===== config.mk =====
export PLATFORM = sky130hd
export DESIGN_NAME = nios2_cordic_avmm_read_port
export DESIGN_NICKNAME = d
export VERILOG_FILES = /design/src/rtl/nios2_cordic_pkg.sv /design/src/rtl/nios2_cordic_avmm_read_port.sv
export SDC_FILE = /design/constraint.sdc
export NUM_CORES = 1
export LEC_CHECK = 0
export CAP_MARGIN = 30
export CORE_MARGIN = 5
export CORE_UTILIZATION = 31
export DETAILED_ROUTE_END_ITERATION = 8
export PLACE_DENSITY = 0.8
export SYNTH_ARGS = -nofsm -noshare
export SYNTH_HDL_FRONTEND = slang
export SYNTH_SLANG_ARGS = --single-unit
export TNS_END_PERCENT = 20

===== constraint.sdc =====
create_clock -name clk -period 1.8 [get_ports clk]
set_input_delay 0.27 -clock clk [delete_from_list [all_inputs] [get_ports clk]]
set_output_delay 0.27 -clock clk [all_outputs]
set_load 0.02 [all_outputs]

===== src/rtl/nios2_cordic_pkg.sv =====
// +--------------------------------------------------------------------------+
// | nios2_cordic_pkg: shared types and constants for the system-ID checker   |
// | Rev 1.0                                                                  |
// +--------------------------------------------------------------------------+
`default_nettype none

package nios2_cordic_pkg;

  localparam int SYSID_DATA_W  = 32;
  localparam int SYSID_ID_ADDR = 0;
  localparam int SYSID_TS_ADDR = 1;

  typedef enum logic [2:0] {
    ST_IDLE   = 3'd0,
    ST_ID_REQ = 3'd1,
    ST_ID_RSP = 3'd2,
    ST_TS_REQ = 3'd3,
    ST_TS_RSP = 3'd4,
    ST_FIN    = 3'd5
  } state_t;

endpackage

`default_nettype wire


===== src/rtl/nios2_cordic_avmm_read_port.sv =====
// +--------------------------------------------------------------------------+
// | nios2_cordic_avmm_read_port: single-transaction Avalon-MM read engine    |
// | Rev 1.0                                                                  |
// +--------------------------------------------------------------------------+
`default_nettype none

module nios2_cordic_avmm_read_port
  import nios2_cordic_pkg::*;
#(
  parameter int ADDR_W         = 1,
  parameter int TIMEOUT_CYCLES = 255
) (
  input  logic                    clk,
  input  logic                    rst,
  input  logic                    i_launch,
  input  logic [ADDR_W-1:0]       i_addr,
  input  logic                    i_waitrequest,
  input  logic [SYSID_DATA_W-1:0] i_readdata,
  input  logic                    i_readdatavalid,
  output logic                    o_read,
  output logic [ADDR_W-1:0]       o_address,
  output logic                    o_accept,
  output logic                    o_rsp_valid,
  output logic [SYSID_DATA_W-1:0] o_rsp_data,
  output logic                    o_timeout
);

  localparam int                 c_CNT_W    = (TIMEOUT_CYCLES > 1) ? $clog2(TIMEOUT_CYCLES) : 1;
  localparam logic [c_CNT_W-1:0] c_CNT_LAST = c_CNT_W'(TIMEOUT_CYCLES - 1);

  logic               r_active;
  logic               r_read;
  logic [ADDR_W-1:0]  r_address;
  logic [c_CNT_W-1:0] r_count;

  assign o_read      = r_read;
  assign o_address   = r_address;
  assign o_accept    = r_read & ~i_waitrequest;
  // A response only belongs to us once the request has been accepted.
  assign o_rsp_valid = r_active & i_readdatavalid & (o_accept | ~r_read);
  assign o_rsp_data  = i_readdata;
  // The last counted cycle is the final chance to respond; a late reply loses.
  assign o_timeout   = r_active & ~o_rsp_valid & (r_count == c_CNT_LAST);

  always_ff @(posedge clk or posedge rst) begin
    if (rst) begin
      r_active  <= 1'b0;
      r_read    <= 1'b0;
      r_address <= '0;
      r_count   <= '0;
    end else if (i_launch) begin
      r_active  <= 1'b1;
      r_read    <= 1'b1;
      r_address <= i_addr;
      r_count   <= '0;
    end else if (r_active) begin
      if (o_rsp_valid || o_timeout) begin
        r_active <= 1'b0;
        r_read   <= 1'b0;
      end else begin
        r_count <= r_count + c_CNT_W'(1);
        if (o_accept) begin
          r_read <= 1'b0;
        end
      end
    end
  end

endmodule

`default_nettype wire


# After elaboration in Yosys (flattened, before gate mapping)
# Cells that the tools add are included.
[op_classes]
n_addsub = 1
n_mul = 0
div = 0
n_lt_le_gt_ge = 0
n_eq_ne = 2
shifts = 0
n_mux = 10
n_bitwise = 9
reduce_logical = 5
[ops]
columns = ["op", "count"]
rows = [
  ["$mux 8", 3],
  ["$add 8x1->8 const B", 1],
  ["$eq 8x8->1 const B", 1],
  ["$mux 1", 7],
  ["$and 1x1->1", 5],
  ["$reduce_and 2->1", 2],
  ["$not 1->1", 3],
  ["$reduce_bool 3->1", 1],
  ["$ne 2x2->1 const B", 1],
  ["$reduce_bool 2->1", 1],
  ["$logic_or 1x1->1", 1],
  ["$or 1x1->1", 1],
]
[totals]
ff_bits = 11
latchBits = 0
ramBits = 0
rom_bits = 0
inputBits = 38
output_inout_bits = 37
elab_cells = 31
memories = 0

# Longest topological paths before layout
[depth]
ltp_word = 11
depth_mapped = 6
mapped_depth_nobuf = 6

# Worst setup path after synthesis
# Ideal clock, no wire load.
[synth_timing]
kind = "register to register"
from = "register r_count[0]"
to = "register r_count[6]"
setup_time_ns = 0.078
arrival_time_ns = 1.463
required_time_ns = 1.722
slack_ns = 0.259
stages_incl_launch_ff = 7
n_path_buf = 0
synth_period_minus_slack_ns = 1.541
cell_sequence = "dfrtp_1 > inv_1 > ha_1 > nand3_1 > o211ai_4 > or4_1 > a21oi_1"
[synth_via]
elab_chain_len = 5
word_cells_on_any_way = 9
classes_between = "add/sub (1); eq/ne (2); mux (3); bitwise (1); reduce/logical (2)"
[synth_rtl]
columns = ["item", "line_no", "source"]
rows = [
  ["start: declaration", "nios2_cordic_avmm_read_port.sv:34", "logic [c_CNT_W-1:0] r_count;"],
  ["start signal: assignment", "nios2_cordic_avmm_read_port.sv:61", "r_count <= r_count + c_CNT_W'(1);"],
  ["parallel branches: the longest is 5 deep, another holds $add 8x1->8", "n/a", ""],
]
# Parallel ways; which one is timed is not known. The select of a mux whose other input is x is not followed.
# A chain may end at the register's enable or synchronous reset.

# Worst setup path after layout
[layout_timing]
from = "register r_count[0]"
to = "output o_timeout"
[layout_via]
elab_chain_len = 2
[layout_rtl]
columns = ["item", "line_no", "source"]
rows = [
  ["$eq 8x8->1", "nios2_cordic_avmm_read_port.sv:43", "assign o_timeout = r_active & ~o_rsp_valid & (r_count == c_CNT_LAST);"],
  ["$and 1x1->1", "nios2_cordic_avmm_read_port.sv:43", ""],
  ["end: declaration", "nios2_cordic_avmm_read_port.sv:25", "output logic o_timeout"],
]
# No other way between the ends.

==> run_results.csv <==
group,metric,value,unit
outcome,outcome,"finished, final reports clean",
layout,n_antenna_cell,0,
yosys,synthesis.area,845,µm²
grt,antenna_found_initial,0,
critical_path,r2r-end,"r_count[6]",
cts,numCtsBuffers,3,
critical_path,slowest_delay,0.37,ns
die,core,2690,µm²
sta,holdWs,0.292,ns
routing,route.antenna.remaining_nets,0,
yosys,yosysTopAreaCell,"dfrtp_1",
routing,dr.pass1.iters,3,
critical_path,required,1.53,ns
critical_path,cp_max_fo,2,
yosys,synth_xor_area_frac,0.0104,
grt,grt_max_degree,12,
yosys,synth_top_area_frac,0.326,
sta,fin_crit,1.69,ns
grt,first_global_vias,612,
routing,avgRoutedWirePerCell,13.5,µm
critical_path,cp_cell_sequence,"inv_1 -> ha_1 -> nand2_1 -> nor2_2 -> and4_1 -> buf_4",
cts,cts_setup_buffers,0,
job,drv_cap,0,
power,ir_worst_vdd,377,µV
grt,grt_pass1_wl,2.73,mm
sta,layout_setup_ws,0.111,ns
yosys,ys_ff_latch,11,
layout,regArea,275,µm²
critical_path,crit_slowest_cell,"dfrtp_1",
power,total_power,567,µW
yosys,synth-simple-area-share,0.161,
critical_path,r2r_start,"r_count[0]",
sta,worst_clock_skew,0.00348,ns
sta,rsz0062_at_grt,"no",
cts,clkTransAtPathRegs,0.07,ns
die,num_rows,19,
routing,drt_wl_total,1.61,mm
die,die_x,62.2,µm
yosys,syn_avg_cell_area,9.08,µm²
placed_design,dp_slack,-0.216,ns
layout,drive_gt1_frac,0.295,
routing,vias_per_cell,4.94,
placed_design,dpl-instance-area,845,µm²
grt,track_usage,0.0855,
die,design.die.area,3870,µm²
sta,setup_viol,0,
cts,clk_latency,0.27,ns
routing,vias,588,
cts,cts-root-buf,"clkbuf_4",
sta,fmax,0.592,GHz
placed_design,dp_hpwl,1.26,mm
yosys,syn_nets,133,
cts,cts_tree,"built",
yosys,yosysSeqAreaShare,0.326,
yosys,synth_compound_area_frac,0.141,
die,initial_utilization,0.314,
power,power_density,647,nW/µm²
layout,final_cell_count_no_fill,119,
yosys,syn_inst,93,
placed_design,gp_congestion,0.761,
sta,maxSlewHeadroom,0.708,
sta,finalCritPeriodShare,0.938,
sta,finalHoldViolations,0,
yosys,synth.distinct_cells,30,
cts,cts_buffer_depth,2,
routing,dr.first_iter.drc_count,8,
sta,tns,0,ns
cts,cts.sinks,11,
placed_design,place_inst,115,
die,ioPinCount,75,
yosys,synth_mux_area_frac,0.0252,
yosys,synthAdderAreaFrac,0.0296,
critical_path,worstRegToRegCells,7,
yosys,yosysWarnings,0,
placed_design,numPortBuffers,10,
routing,drc_errors,0,
grt,grt-ovfl-total,0,
layout,design_area,877,µm²
critical_path,path_class,"flip-flop to output pin",
critical_path,rrSetupSlack,0.14,ns
die,die_h,62.2,µm
layout,area_growth,3.85,%
layout,fin_nets,129,
sta,finalMaxSlewViolations,0,
cts,h-tree-depth,1,
yosys,synth_top_family_by_area,"buffers and inverters",
yosys,yosys-top-cells-area,"dfrtp_1 (33%), buf_4 (28%), a21oi_1 (3.0%)",
sta,worstMarginPinSlew,0.438,ns
layout,fillCellCount,289,
layout,final_util,0.327,
critical_path,worstPathArrival,1.42,ns
power,p_leak,0.380,nW
min_path,hold_path_class,"input port to async pin",
critical_path,crit_path_end_kind,"output pin",
layout,multi_input_area,322,µm²
critical_path,critPathLaunchType,"flip-flop",
-- report_power, final --
| group | total (mW) | leakage, nW | switching (mW) | internal [mW] |
|---|---|---|---|---|
| registers | 0.270 | 0.143 | 0.0107 | 0.260 |
| logic | 0.127 | 0.222 | 0.0576 | 0.0698 |
| clock network | 0.170 | 0.0150 | 0.0836 | 0.0859 |
| total | 0.567 | 0.380 | 0.152 | 0.415 |
-- sequential cells by signal (all words and copies together), names as in the netlist --
signal and count:
r_count 8, o_address 1, o_read 1, r_active 1
-- synth_stat cells --
library cell and instances:
a21bo_2 1, a21boi_0 1, a21o_1 1, a21oi_1 5
and2_1 1, and4_1 1, buf_4 32, clkbuf_1 1
dfrtp_1 11, ha_1 2, inv_1 4, mux2_2 1
mux2i_1 1, nand2_1 6, nand2b_1 2, nand3_1 1
nand4_1 2, nand4_2 1, nor2_1 3, nor2b_1 1
nor3_1 1, o211ai_4 1, o21ai_0 3, o311ai_0 1
o31ai_1 2, o41ai_1 1, or2_2 1, or3_1 2
or4_1 2, xnor2_1 1
-- how the worst max path moves through the flow --
stage / startpoint / depth (start not counted) / slack, ns / endpoint
after detailed placement: i_readdatavalid / 4 / -0.22 / o_rsp_valid
final: r_count[0] / 6 / 0.11 / o_timeout
after global routing: r_count[0] / 6 / 0.002 / o_timeout
after CTS: r_count[0] / 6 / 0.04 / o_timeout
after global placement: i_readdatavalid / 4 / -0.15 / o_rsp_valid
after floorplan: r_count[0] / 6 / 0.26 / r_count[6]
-- cells by family (layout without fill, tap and decap cells) --
| family | Yosys count | after routing |
|---|---|---|
| xor gates and xnor gates | 1 | 1 |
| DFF | 11 | 11 |
| adders and majority gates | 2 | 2 |
| AOI/OAI and AO/OA | 16 | 16 |
| buffers and inverters | 37 | 32 |
| muxes | 2 | 2 |
| and+or+nand+nor | 24 | 24 |
-- cell usage in the layout, fill, tap and decap left out --
cell	count
and4_1	1
ha_1	2
mux2i_1	1
o311ai_0	1
nor2b_1	1
nor2_2	1
a21bo_2	1
clkbuf_4	3
xnor2_1	1
o211ai_4	1
or3_1	2
nand2_1	6
dfrtp_1	11
or2_2	1
nor3_1	1
mux2_2	1
a21o_1	1
clkdlybuf4s50_1	7
clkbuf_1	1
nand4_1	2
a21boi_1	1
o31ai_1	2
or4_1	2
nand2b_1	2
dlygate4sd2_1	2
and2_1	1
o41ai_1	1
inv_1	4
a21oi_2	1
nand4_2	1
o21ai_0	3
buf_4	15
nand3_2	1
nor2_1	2
a21oi_1	4
-- worst max-delay path: cells and delay by family (launching register included) --
kind	cells	cell delay, ns
AND/OR/NAND/NOR	3	0.38
buffers and inverters	2	0.22
adder cells (fa/ha/maj)	1	0.17
flip-flops	1	0.37
-- metal layers --
layer  vias to the layer above  routed length [µm]  global-route usage  part of all wire
met5                         -                   0                   0                 0
met4                         0                  43              0.0515             0.027
met3                         9                 173              0.0450              0.11
met2                        24                 745               0.131              0.46
met1                       279                 642              0.0922              0.40
li1                        276                   -                   -                 -
-- layout make-up --
type,instances,share of cell area
Clock buffer,4,0.0300
Inverter,4,0.0171
Multi-Input combinational cell,45,0.367
Sequential cell,11,0.314
Tap cell,31,0.0442
Timing Repair Buffer,24,0.228
-- repair_timing --
action	in CTS	in global routing
gates cloned	0	0
hold buffers	0	0
hold endpoints to repair	0	0
endpoints found under the setup margin	3	5
pin swaps	0	0
resized for setup	6	5
Power figures use the tool's default switching activity.
